<file path="src/rtl/span_walker.sv">
// Triangle FIFO consumer: walks each setup record top to bottom and emits
// one clamped/saturated span record per scanline into the span FIFO.
module span_walker #(
  parameter int ROUND_HALF = 1,
  parameter int X_MAX      = 63
) (
  input  logic         clk,
  input  logic         rst,
  input  logic [216:0] tri_data,
  input  logic         tri_empty,
  output logic         tri_pull,
  output logic [130:0] span_data,
  input  logic         span_full,
  output logic         span_push
);

  typedef enum logic { S_IDLE, S_WALK } state_t;

  localparam logic [13:0] OFF   = (ROUND_HALF != 0) ? 14'd32 : 14'd0;
  localparam logic [6:0]  XMAX7 = 7'(X_MAX);

  // Incoming record fields; x3 is not needed once the slopes are known.
  logic [7:0]  w_t_cmd;
  logic [5:0]  w_t_x1, w_t_x2, w_t_y1, w_t_y2, w_t_y3;
  logic [12:0] w_t_m1, w_t_m2, w_t_m3;
  logic [9:0]  w_t_z1;
  logic [16:0] w_t_mz, w_t_nz;
  logic [4:0]  w_t_r1, w_t_b1;
  logic [11:0] w_t_mr, w_t_nr, w_t_mb, w_t_nb;
  logic [5:0]  w_t_g1;
  logic [12:0] w_t_mg, w_t_ng;
  logic        w_unused_x3;

  assign w_t_cmd     = tri_data[216:209];
  assign w_t_x1      = tri_data[208:203];
  assign w_t_x2      = tri_data[202:197];
  assign w_unused_x3 = ^tri_data[196:191];
  assign w_t_y1      = tri_data[190:185];
  assign w_t_y2      = tri_data[184:179];
  assign w_t_y3      = tri_data[178:173];
  assign w_t_m1      = tri_data[172:160];
  assign w_t_m2      = tri_data[159:147];
  assign w_t_m3      = tri_data[146:134];
  assign w_t_z1      = tri_data[133:124];
  assign w_t_mz      = tri_data[123:107];
  assign w_t_nz      = tri_data[106:90];
  assign w_t_r1      = tri_data[89:85];
  assign w_t_mr      = tri_data[84:73];
  assign w_t_nr      = tri_data[72:61];
  assign w_t_g1      = tri_data[60:55];
  assign w_t_mg      = tri_data[54:42];
  assign w_t_ng      = tri_data[41:29];
  assign w_t_b1      = tri_data[28:24];
  assign w_t_mb      = tri_data[23:12];
  assign w_t_nb      = tri_data[11:0];

  state_t      r_state, w_state_next;
  logic        w_step;
  logic [7:0]  r_cmd;
  logic [5:0]  r_x2, r_y2, r_y3, r_y;
  logic [12:0] r_m1, r_m2, r_m3, r_mg, r_ng;
  logic [16:0] r_mz, r_nz;
  logic [11:0] r_mr, r_nr, r_mb, r_nb;
  logic [13:0] r_xl, r_xs, r_g;
  logic [17:0] r_z;
  logic [12:0] r_r, r_b;
  logic        w_last, w_reload;

  function automatic logic [5:0] clampx(input logic [13:0] v);
    if (v[13])             return 6'd0;
    else if (v[12:6] > XMAX7) return XMAX7[5:0];
    else                   return v[11:6];
  endfunction

  function automatic logic [15:0] satz(input logic [17:0] v);
    if (v[17])      return 16'h0000;
    else if (v[16]) return 16'hFFFF;
    else            return v[15:0];
  endfunction

  function automatic logic [10:0] sat11(input logic [12:0] v);
    if (v[12])      return 11'h000;
    else if (v[11]) return 11'h7FF;
    else            return v[10:0];
  endfunction

  function automatic logic [11:0] satg(input logic [13:0] v);
    if (v[13])      return 12'h000;
    else if (v[12]) return 12'hFFF;
    else            return v[11:0];
  endfunction

  assign w_last   = ({1'b0, r_y} + 7'd1) == {1'b0, r_y3};
  assign w_reload = ({1'b0, r_y} + 7'd1) == {1'b0, r_y2};

  always_comb begin
    w_state_next = r_state;
    tri_pull     = 1'b0;
    w_step       = 1'b0;
    case (r_state)
      S_IDLE: begin
        if (!tri_empty && rst) begin
          tri_pull     = 1'b1;
          w_state_next = S_WALK;
        end
      end
      S_WALK: begin
        if (r_y == r_y3)  w_state_next = S_IDLE;
        else if (!span_full) w_step    = 1'b1;
      end
      default: w_state_next = S_IDLE;
    endcase
  end

  always_ff @(posedge clk) begin
    if (!rst) begin
      r_state   <= S_IDLE;
      span_push <= 1'b0;
      span_data <= '0;
      r_cmd <= '0; r_x2 <= '0; r_y2 <= '0; r_y3 <= '0; r_y <= '0;
      r_m1 <= '0; r_m2 <= '0; r_m3 <= '0;
      r_mz <= '0; r_mr <= '0; r_mg <= '0; r_mb <= '0;
      r_nz <= '0; r_nr <= '0; r_ng <= '0; r_nb <= '0;
      r_xl <= '0; r_xs <= '0; r_z <= '0; r_r <= '0; r_g <= '0; r_b <= '0;
    end else begin
      r_state   <= w_state_next;
      span_push <= w_step;
      if (tri_pull) begin
        r_cmd <= w_t_cmd; r_x2 <= w_t_x2; r_y2 <= w_t_y2; r_y3 <= w_t_y3;
        r_m1 <= w_t_m1; r_m2 <= w_t_m2; r_m3 <= w_t_m3;
        r_mz <= w_t_mz; r_mr <= w_t_mr; r_mg <= w_t_mg; r_mb <= w_t_mb;
        r_nz <= w_t_nz; r_nr <= w_t_nr; r_ng <= w_t_ng; r_nb <= w_t_nb;
        r_y  <= w_t_y1;
        r_xl <= {2'b0, w_t_x1, 6'b0} + OFF;
        // Flat top starts the short edge at v2 and never uses m2.
        r_xs <= (w_t_y1 == w_t_y2) ? ({2'b0, w_t_x2, 6'b0} + OFF)
                                   : ({2'b0, w_t_x1, 6'b0} + OFF);
        r_z  <= {2'b0, w_t_z1, 6'b0};
        r_r  <= {2'b0, w_t_r1, 6'b0};
        r_g  <= {2'b0, w_t_g1, 6'b0};
        r_b  <= {2'b0, w_t_b1, 6'b0};
      end
      if (w_step) begin
        span_data <= {r_cmd, w_last, r_y, clampx(r_xl), clampx(r_xs),
                      satz(r_z), sat11(r_r), satg(r_g), sat11(r_b),
                      r_nz, r_nr, r_ng, r_nb};
        r_y  <= r_y + 6'd1;
        r_xl <= r_xl + {r_m1[12], r_m1};
        r_z  <= r_z + {r_mz[16], r_mz};
        r_r  <= r_r + {r_mr[11], r_mr};
        r_g  <= r_g + {r_mg[12], r_mg};
        r_b  <= r_b + {r_mb[11], r_mb};
        // Snap to v2 exactly when the short edge turns the corner.
        if (w_reload)        r_xs <= {2'b0, r_x2, 6'b0} + OFF;
        else if (r_y < r_y2) r_xs <= r_xs + {r_m2[12], r_m2};
        else                 r_xs <= r_xs + {r_m3[12], r_m3};
      end
    end
  end

endmodule

</file>
<file path="config.mk">
export PLATFORM = sky130hd
export DESIGN_NAME = span_walker
export DESIGN_NICKNAME = d
export VERILOG_FILES = /design/src/rtl/span_walker.sv
export SDC_FILE = /design/constraint.sdc
export NUM_CORES = 1
export LEC_CHECK = 0
export ABC_AREA = 1
export BUFFER_PORTS_ARGS = -buffer_cell sky130_fd_sc_hd__clkbuf_2
export CAP_MARGIN = 25
export CORE_MARGIN = 5
export CORE_UTILIZATION = 58
export CTS_BUF_LIST = sky130_fd_sc_hd__clkbuf_8
export CTS_CLUSTER_SIZE = 12
export DETAILED_ROUTE_END_ITERATION = 8
export GPL_TIMING_DRIVEN = 0
export PLACE_DENSITY_LB_ADDON = 0.2
export RECOVER_POWER = 25
export SLEW_MARGIN = 20
export SYNTH_ARGS = -nofsm -noshare
export SYNTH_HDL_FRONTEND = slang
export SYNTH_SLANG_ARGS = --single-unit
</file>
<file path="constraint.sdc">
create_clock -name clk -period 3.4 [get_ports clk]
set_clock_uncertainty 0.15 [all_clocks]
set_input_delay 0.68 -clock clk [delete_from_list [all_inputs] [get_ports clk]]
set_output_delay 0.68 -clock clk [all_outputs]
set_load 0.01 [all_outputs]
</file>
==> flow_summary.json, run 1 <==
{
  "period_share": 0.9499,
  "maxCapViolations": 0,
  "gp_congestion": 0.9894,
  "grt_use_met2": 0.5793,
  "finalSetupViolCount": 0,
  "die_w_um": 191.5,
  "via_per_inst": 5.708,
  "fill_cells": 2921,
  "power_leakage_nw": 9.841,
  "syn_area_um2": 19110,
  "fin_setup_tns_ns": 0,
  "worst-setup-path-type": "reg -> reg",
  "n_antenna_cell": 0,
  "slew_headroom": 0.2342,
  "slowest_stage": "fa_2",
  "antenna_left": 0,
  "busiest_layer": "met2",
  "cts_num_sinks": 398,
  "first_pass_iters": 5,
  "worstPathCellList": "inv_1, ha_1, a21oi_2, nand3_4, buf_4, nand2_2, o21ai_4, ha_4, fa_2, nand3_1, nand2_1, nand2_1, nand2_1, nand2_1, nand3_1, nor2_1, nor2_1, nand2_1, a21oi_1",
  "cts_hold_buf": 0,
  "cp-end-kind": "flip-flop",
  "wl_per_cell_um": 18.97,
  "use_met3": 0.06848,
  "cts_tree": "done",
  "antenna_found_initial": 1,
  "htree_levels": 3,
  "fp.dieArea_um2": 36680,
  "hp-class": "in -> reg",
  "r2r_end": "r_xs[12]$_SDFFE_PN0P_",
  "cp_top_family": "adder cells",
  "grt_first_pass_wirelength_um": 103800,
  "slew_violations": 0,
  "start_util": 0.5873,
  "met1_usage": 0.4723,
  "seq_area_um2": 7971,
  "fmax_ghz": 0.3096,
  "status": "finished clean",
  "hold_start": "tri_data[166]",
  "numPortBuffers": 346,
  "p_total_w": 0.01225,
  "rrSetupSlack_ns": 0.17,
  "synth_cell_types": 38,
  "syn_avg_cell_area_um2": 7.103,
  "clk_pin_slew_ns": 0.06,
  "cp.arrival_ns": 3.53,
  "r2r_cells": 19,
  "critical_path_buf_inv_count": 2,
  "synth_edf_count": 0,
  "crit_fanout": 6,
  "cp.required_ns": 3.70,
  "synth_warnings": 0,
  "power_density_nw_per_um2": 536.5,
  "wirelength_um": 68310,
  "clk_latency_ns": 0.63,
  "synth_fp_nets": 3006,
  "r2r_start": "r_y2[5]$_SDFFE_PN0P_",
  "grt_usage": 0.3618,
  "ys_seq_area_frac": 0.4170,
  "critPathMaxStageDelay_ns": 0.41,
  "period_needed_ns": 3.230,
  "clockBufferDepth": 3,
  "drc_errors": 0,
  "grt_pass1_vias": 19549,
  "async_flop_share": 0,
  "drtIter0Drc": 1713,
  "cts-root-buf": "clkbuf_8",
  "syn_inst": 2690,
  "core-area_um2": 32540,
  "whs_path_depth": 3,
  "path_common_cell": "nand2_1",
  "hold_path_end": "r_m1[6]$_SDFFE_PN0P_",
  "gr-total-overflow": 0,
  "dpl.hpwl_um": 51760,
  "multiInputGateArea_um2": 9996,
  "layout.nets": 3425,
  "ys_ff_latch": 398,
  "drive_gt1_frac": 0.1358,
  "io_pins": 354,
  "startpoint_type": "flip-flop",
  "placementRows": 66,
  "hold_violations": 0,
  "final_core_util": 0.7019,
  "grt_max_degree": 20,
  "synthFlopType": "dfxtp_1",
  "die_h_um": 191.5,
  "vias": 20549,
  "cts_buffers": 67,
  "ir_worst_vdd_v": 0.0003732,
  "worst_pin_slew_ns": 1.149,
  "area_growth_pct": 19.51
}
## flip-flops by register name, summed over array words and instances (netlist names), 8 cells and up
| name | count |
|---|---|
| r_b | 13 |
| r_cmd | 8 |
| r_g | 14 |
| r_m1 | 13 |
| r_m2 | 13 |
| r_m3 | 13 |
| r_mb | 12 |
| r_mg | 13 |
| r_mr | 12 |
| r_mz | 17 |
| r_nb | 12 |
| r_ng | 13 |
| r_nr | 12 |
| r_nz | 17 |
| r_r | 13 |
| r_xl | 14 |
| r_xs | 14 |
| r_z | 18 |
| span_data | 131 |
## tightest hold or removal path, cell delays in order
cell and delay (ns):
clkbuf_2 0.08, nand2_1 0.04, o21ai_0 0.06
## worst max-delay path by stage
stage / from / to / slack (ns) / cells past startpoint
after floorplan: r_y2[5]$_SDFFE_PN0P_ / r_xs[12]$_SDFFE_PN0P_ / 0.33 / 20
after global placement: r_y[1]$_SDFFE_PN0P_ / r_xs[13]$_SDFFE_PN0P_ / -0.58 / 16
after detailed placement: r_y[1]$_SDFFE_PN0P_ / r_xs[13]$_SDFFE_PN0P_ / -0.65 / 17
after CTS: r_y[5]$_SDFFE_PN0P_ / r_xs[12]$_SDFFE_PN0P_ / 0.01 / 19
after global routing: r_y2[5]$_SDFFE_PN0P_ / r_xs[12]$_SDFFE_PN0P_ / -0.01 / 19
final: r_y2[5]$_SDFFE_PN0P_ / r_xs[12]$_SDFFE_PN0P_ / 0.17 / 19
## logic make-up (layout without fill, tap and decap cells)
kind of cell / count (synthesis) / in the layout / share of synthesized area
compound gates: 704 / 704 / 0.1882
fa+ha+maj: 95 / 95 / 0.06456
buf+inv: 301 / 769 / 0.06482
flops: 398 / 398 / 0.4170
simple gates: 1149 / 1149 / 0.2454
xor+xnor: 43 / 43 / 0.02010
## placed cells by master, fill, tap and decap left out, drive strengths merged, types with 4 or more instances in the layout
master / Yosys / routed
xnor2: 12 / 12
dfxtp: 398 / 398
clkbuf: 88 / 527
a21oi: 247 / 247
clkinv: 0 / 6
nand3b: 4 / 4
a21o: 7 / 7
inv: 152 / 162
fa: 6 / 6
a31oi: 7 / 7
nand4: 15 / 15
nor2: 95 / 95
buf: 61 / 65
clkinvlp: 0 / 7
or2: 4 / 4
o21ai: 426 / 426
ha: 89 / 89
nand3: 196 / 196
nand2: 822 / 822
o21bai: 11 / 11
nor3: 11 / 11
xor2: 31 / 31
## timing repair
action | CTS | global route
resized for setup | 15 | 34
hold endpoints to repair | 0 | 0
setup endpoints to repair | 14 | 10
pin swaps | 0 | 6
cloned | 0 | 0
buffers inserted | 0 | 5
## cells in the mapped netlist (6+ instances only)
cell type  instances  area, µm²
a21o_1             7      52.55
a21oi_1          247       1236
a31oi_1            7      43.79
buf_2             42      210.2
buf_4             15      112.6
clkbuf_1          88      330.3
dfxtp_1          398       7968
fa_1               6      120.1
ha_1              89       1114
inv_1            148      555.5
nand2_1          821       3082
nand3_1          192      960.9
nand4_1           15      93.84
nor2_1            92      345.3
nor3_1            10      50.05
o21ai_0          376       1882
o21ai_1           50      250.2
o21bai_1          11      82.58
xnor2_1           12      105.1
xor2_1            30      262.8
## layout make-up
class | instances | area share
Buffer | 148 | 0.02953
Clock buffer | 93 | 0.05605
Clock inverter | 25 | 0.008109
Inverter | 152 | 0.02498
Multi-Input combinational cell | 1991 | 0.4377
Sequential cell | 398 | 0.3491
Tap cell | 442 | 0.02422
Timing Repair Buffer | 351 | 0.07035
## power breakdown
part	switching, W	internal [W]
logic	0.00156	0.000785
registers	0.000261	0.00499
clock network	0.00206	0.00259
total	0.00388	0.00837
## routing by layer
layer	share of wire	up-vias
met5	0.00012	-
met4	0.048	2
met3	0.097	200
met2	0.45	1091
met1	0.41	9463
li1	-	9793
## through the flow
step | instances | setup slack, ns | hold slack, ns | cell area (µm²)
after floorplan | 2690 | 0.3348 | 0.2745 | 19110
after global placement | 3478 | -0.5766 | 0.2855 | 21390
after detailed placement | 3478 | -0.6454 | 0.2915 | 21390
after CTS | 3595 | 0.01303 | 0.09058 | 22880
after global routing | 3600 | -0.01140 | 0.1155 | 22840
final | 3600 | 0.1705 | 0.1176 | 22840
(Power assumes the default switching activity.)
==> run 2: changes to the inputs <==
CORE_UTILIZATION = 55   (was 58)
clock period = 4 ns   (was 3.4 ns; I/O delays follow)
==> run 2 against run 1 <==
Against the previous run:
- combinational power shrank 18%
- sequential share of layout area grew 0.070 points
- first-iteration DRC count shrank 2.3%
- critical path type is now in -> out
- largest power group unchanged
==> flow_summary.json, run 2 (same netlist as run 1, synthesis figures left out) <==
{
  "gp_congestion": 0.9963,
  "whs_path_depth": 3,
  "io_pins": 354,
  "finalSetupViolCount": 0,
  "finalNonFillerCells": 3612,
  "pre_cts_ws_ns": -0.03718,
  "place_area_um2": 21410,
  "rrSetupSlack_ns": 0.29,
  "cts_buffers": 68,
  "cts_tree": "done",
  "dpl.hpwl_um": 52680,
  "antenna_left": 0,
  "grt_first_pass_wirelength_um": 104800,
  "final_area_um2": 22780,
  "worst_pin_slew_ns": 1.009,
  "slew_violations": 0,
  "reg.largest.list": "span_data (131), r_z (18)",
  "cp-end-kind": "output port",
  "vias": 20214,
  "largest_reg_flops": 131,
  "r2r_cells": 15,
  "drc_errors": 0,
  "slew_headroom": 0.3273,
  "status": "finished clean",
  "antenna_found_initial": 2,
  "drive_gt1_frac": 0.1251,
  "die_h_um": 196.4,
  "cp.required_ns": 3.05,
  "r2r_start": "r_y[5]$_SDFFE_PN0P_",
  "regMostFlops": "span_data",
  "clockBufferDepth": 3,
  "power_density_nw_per_um2": 462.2,
  "via_per_inst": 5.596,
  "multiInputGateArea_um2": 9898,
  "r2r_end": "r_xs[13]$_SDFFE_PN0P_",
  "fill_cells": 3224,
  "crit_fanout": 10,
  "cts_setup_buffers": 0,
  "worst-setup-path-type": "in -> out",
  "start_util": 0.5545,
  "final_common_cell": "nand2_1",
  "hold_start": "tri_data[45]",
  "drtIter0Drc": 1673,
  "numPortBuffers": 346,
  "placementRows": 68,
  "hold_path_end": "r_mg[3]$_SDFFE_PN0P_",
  "clk_pin_slew_ns": 0.07,
  "cts_hold_buf": 0,
  "grt_usage": 0.3434,
  "area_growth_pct": 19.22,
  "maxCapViolations": 0,
  "ir_worst_vdd_v": 0.0003791,
  "grt_max_degree": 11,
  "p_total_w": 0.01053,
  "power_leakage_nw": 9.854,
  "htree_levels": 3,
  "first_pass_iters": 6,
  "dp_cells": 3491,
  "fin_ws_ns": 0.08576,
  "cts-root-buf": "clkbuf_8",
  "clk_latency_ns": 0.62,
  "hold_violations": 0,
  "period_share": 0.9786,
  "grt_setup_unrepaired": "no",
  "fp.dieArea_um2": 38570,
  "gr-total-overflow": 0,
  "wirelength_um": 68870,
  "mostFrequentLayoutCells": "nand2_1, dfxtp_1, o21ai_0",
  "core-area_um2": 34460,
  "seq_area_um2": 7968,
  "layout.nets": 3423,
  "n_antenna_cell": 0,
  "wl_per_cell_um": 19.07,
  "startpoint_type": "input port",
  "grt_pass1_vias": 19469,
  "cts_num_sinks": 398,
  "period_needed_ns": 3.914,
  "cp.arrival_ns": 2.96,
  "die_w_um": 196.4,
  "fmax_ghz": 0.2555,
  "hp-class": "in -> reg"
}
## run 2: changes by cell type in the layout (fill, tap and decap cells not counted), moves of 3 or more
| cell | delta |
|---|---|
| a21oi_1 | +3 |
| a21oi_2 | -3 |
| buf_4 | -5 |
| bufinv_16 | +6 |
| clkbuf_8 | -10 |
| dfxtp_1 | +3 |
| dfxtp_2 | -3 |
| inv_1 | +9 |
| o21ai_0 | +14 |
| o21ai_1 | -7 |
| o21ai_2 | -6 |
## run 2: how the worst max path moves through the flow
stage                         start                     to  slack [ns]
6_report                        rst               tri_pull        0.09
2_1_floorplan  r_y2[5]$_SDFFE_PN0P_  r_xs[12]$_SDFFE_PN0P_        0.93
5_1_grt         r_y[1]$_SDFFE_PN0P_  r_xs[13]$_SDFFE_PN0P_       0.002
3_5_place_dp                    rst               tri_pull       -0.04
4_1_cts         r_y[1]$_SDFFE_PN0P_  r_xs[13]$_SDFFE_PN0P_        0.02
3_3_place_gp                    rst               tri_pull       0.009
## run 2: metal layers
layer | share of wire | GRT usage | vias up
li1 | - | - | 9765
met1 | 0.41 | 0.4526 | 9376
met2 | 0.45 | 0.5518 | 891
met3 | 0.094 | 0.07026 | 180
met4 | 0.042 | 0.1458 | 2
met5 | 0.00010 | 0 | -
## run 2: worst max-delay path, cell delays in order
cell      delay [ns]
clkbuf_1        0.27
inv_2           0.20
nor3_2          0.30
clkbuf_2        0.46
clkbuf_1        0.67
clkbuf_2        0.26
## run 2: repair_timing
| item | 4_1_cts | 5_1_grt |
|---|---|---|
| gates cloned | 0 | 0 |
| endpoints found under the setup margin | 2 | 10 |
| gates resized for setup | 2 | 2 |
## run 2: area by class of cell
cell class / count / area share
clock buffers: 83 / 0.05015
plain buffers: 149 / 0.02922
inverters: 152 / 0.02505
repair buffers: 347 / 0.06964
clock inverters: 37 / 0.01670
flip-flops and latches: 398 / 0.3498
well taps: 455 / 0.02499
multi-input cells: 1991 / 0.4345
## run 2: stage by stage
stage / TNS [ns] / hold slack [ns] / util
3_3_place_gp: 0 / 0.2839 / 0.6213
5_1_grt: 0 / 0.2296 / 0.6611
2_1_floorplan: 0 / 0.2745 / -
6_report: 0 / 0.2306 / 0.6611
3_5_place_dp: -0.06851 / 0.2886 / 0.6213
4_1_cts: 0 / 0.2038 / 0.6657
## run 2: where the power goes
part	internal (W)	switching [W]
clock	0.00240	0.00173
sequential	0.00424	0.000224
combinational	0.000626	0.00130
total	0.00727	0.00326
==> run 3: changes to the inputs <==
ABC_AREA = default   (was 1)
SKIP_CTS_REPAIR_TIMING = 1   (was default)
==> run 3 against run 2 <==
Against the previous run:
- power down 9.1%
- fmax down 0.27%
- critical path depth up 12
- critical endpoint is now r_xs[10]$_SDFFE_PN0P_
- highest routed layer unchanged
==> flow_summary.json, run 3 <==
{
  "ys_seq_area_frac": 0.4278,
  "maxCapViolations": 0,
  "critPathMaxStageDelay_ns": 0.36,
  "final_common_cell": "nand2_1",
  "r2r_cells": 18,
  "fp.dieArea_um2": 37640,
  "antenna_left": 0,
  "worst_pin_slew_ns": 1.058,
  "yosys.area.top_type": "dfxtp_1",
  "synthFlopType": "dfxtp_1",
  "synth_top_area_share": 0.4278,
  "synth_warnings": 0,
  "wl_met1_um": 26180,
  "rrSetupSlack_ns": 0.07,
  "final_area_um2": 22230,
  "fill_cells": 3068,
  "regMostFlops": "span_data",
  "syn_area_um2": 18620,
  "ir_worst_vdd_v": 0.0002795,
  "cp-end-kind": "flip-flop",
  "critical_path_buf_inv_count": 3,
  "power_leakage_nw": 9.933,
  "fmax_ghz": 0.2548,
  "clk_pin_slew_ns": 0.06,
  "gp_congestion": 0.9601,
  "cp_top_family": "compound AO/OA/AOI/OAI gates",
  "period_share": 0.9813,
  "io_pins": 354,
  "whs_path_depth": 3,
  "via_per_inst": 5.771,
  "htree_levels": 3,
  "syn_avg_cell_area_um2": 7.747,
  "wl_per_cell_um": 19.71,
  "clockBufferDepth": 3,
  "dr_wl_met2_um": 28960,
  "dpl.hpwl_um": 48740,
  "fin_setup_tns_ns": 0,
  "worstPathCellList": "buf_6, inv_1, ha_1, nor2b_1, o211ai_1, a21oi_4, buf_4, mux2_2, ha_2, fa_2, nand3_1, a21boi_0, o21ai_1, a21oi_2, a31oi_2, xor2_1, o21ai_0, and3_1",
  "async_flop_share": 0,
  "n_antenna_cell": 0,
  "hp-class": "in -> reg",
  "start_util": 0.5568,
  "ys_ff_latch": 398,
  "antenna_found_initial": 4,
  "cts-root-buf": "clkbuf_8",
  "place_area_um2": 20920,
  "die_w_um": 194.0,
  "r2r_end": "r_xs[10]$_SDFFE_PN0P_",
  "power_density_nw_per_um2": 430.8,
  "grt_first_pass_wirelength_um": 100100,
  "slowest_stage": "dfxtp_1",
  "drtIter0Drc": 1726,
  "drive_gt1_frac": 0.1363,
  "grt_usage": 0.3286,
  "gr-total-overflow": 0,
  "synth_edf_count": 0,
  "synth_cell_types": 61,
  "slew_headroom": 0.2945,
  "hold_path_end": "r_mz[9]$_SDFFE_PN0P_",
  "grt_pass1_vias": 18638,
  "vias": 19187,
  "startpoint_type": "flip-flop",
  "crit_fanout": 7,
  "multiInputGateArea_um2": 9992,
  "slew_violations": 0,
  "wl_met3_um": 6960,
  "whs_ns": 0.2223,
  "grt_max_degree": 11,
  "cp.required_ns": 4.35,
  "path_depth": 18,
  "placementRows": 67,
  "hold_start": "tri_data[116]",
  "area_growth_pct": 19.34,
  "cts_tree": "done",
  "r2r_start": "r_y[0]$_SDFFE_PN0P_",
  "synth_area_leaders": "dfxtp_1, nand2_1, nand3_1",
  "core-area_um2": 33450,
  "finalSetupViolCount": 0,
  "first_pass_iters": 9,
  "hold_violations": 0,
  "status": "finished clean",
  "syn_inst": 2404,
  "worst-setup-path-type": "reg -> reg",
  "cp.arrival_ns": 4.27,
  "mostFrequentLayoutCells": "nand2_1, dfxtp_1, clkbuf_1",
  "cts_num_sinks": 398,
  "numPortBuffers": 346,
  "synth_fp_nets": 2720,
  "period_needed_ns": 3.925,
  "seq_area_um2": 7970,
  "yosysMostFrequentCell": "nand2_1",
  "cts_buffers": 68,
  "top_layer": "met5",
  "drc_errors": 0,
  "wirelength_um": 65530,
  "synth_commonest_cells": "nand2_1, dfxtp_1, nand3_1",
  "die_h_um": 194.0,
  "reg.largest.list": "span_data (131), r_z (18)",
  "clk_latency_ns": 0.61,
  "layout.nets": 3144,
  "largest_reg_flops": 131
}
==> run 3: cell types whose count changed after synthesis, sizes merged, moves of 14 or more <==
cell    before  now
inv        152   25
a21o         7   22
nor2        95  197
nand3      196  232
nand2      822  618
nand2b       0   14
xnor2       12   43
o21ai      426   31
a311oi       0   25
clkbuf      88  119
a21oi      247  224
nor3        11   78
==> run 3: how the worst max path moves through the flow <==
| stage | from | slack, ns | to |
|---|---|---|---|
| floorplan | r_y[0]$_SDFFE_PN0P_ | 0.18 | r_xs[13]$_SDFFE_PN0P_ |
| global placement | r_y[0]$_SDFFE_PN0P_ | -0.55 | r_xs[13]$_SDFFE_PN0P_ |
| detailed placement | r_y[0]$_SDFFE_PN0P_ | -0.64 | r_xs[13]$_SDFFE_PN0P_ |
| CTS | r_y[0]$_SDFFE_PN0P_ | -0.67 | r_xs[13]$_SDFFE_PN0P_ |
| global route | r_y[0]$_SDFFE_PN0P_ | -0.08 | r_xs[10]$_SDFFE_PN0P_ |
| finish | r_y[0]$_SDFFE_PN0P_ | 0.07 | r_xs[10]$_SDFFE_PN0P_ |
==> run 3: per-layer routing <==
layer | global-route usage | vias to the layer above
li1 | - | 9070
met1 | 0.4135 | 8873
met2 | 0.5188 | 996
met3 | 0.09296 | 240
met4 | 0.1643 | 8
met5 | 0 | -
==> run 3: stage by stage <==
stage,power (W),utilization,worst slack [ns],instances
global route,0.009947,0.6645,-0.08400,3325
finish,0.009575,0.6645,0.07499,3325
global placement,0.005971,0.6253,-0.5462,3198
CTS,0.009484,0.6637,-0.6726,3317
detailed placement,0.006016,0.6253,-0.6441,3198
floorplan,0.005422,-,0.1838,2404
==> run 3: tightest hold or removal path, delay by kind of cell <==
family / cells / cell delay (ns)
buffers and inverters: 1 / 0.07
AND/OR/NAND/NOR: 2 / 0.08
==> run 3: cell type report <==
type	count	share of cell area
clock inverter	38	0.007656
tap	448	0.02522
buffer	166	0.03085
sequential	398	0.3586
timing repair buffer	355	0.07369
multi-input combinational	1814	0.4496
inverter	25	0.004222
clock buffer	81	0.05016
==> run 3: kinds of logic (layout without fill, tap and decap cells) <==
logic type	Yosys count	in the layout	synth area share
and+or+nand+nor	1211	1211	0.2791
AOI/OAI and AO/OA	405	405	0.1350
DFF	398	398	0.4278
buffers and inverters	192	665	0.04111
adders and majority gates	95	95	0.06624
xor gates and xnor gates	81	81	0.03809
muxes	22	22	0.01263
==> run 3: report_power, final <==
| part | internal (W) | leakage (nW) | switching [W] |
|---|---|---|---|
| Sequential | 0.00420 | 3.25 | 0.000178 |
| Combinational | 0.000620 | 5.93 | 0.00107 |
| Clock | 0.00184 | 0.755 | 0.00167 |
| Total | 0.00665 | 9.93 | 0.00292 |
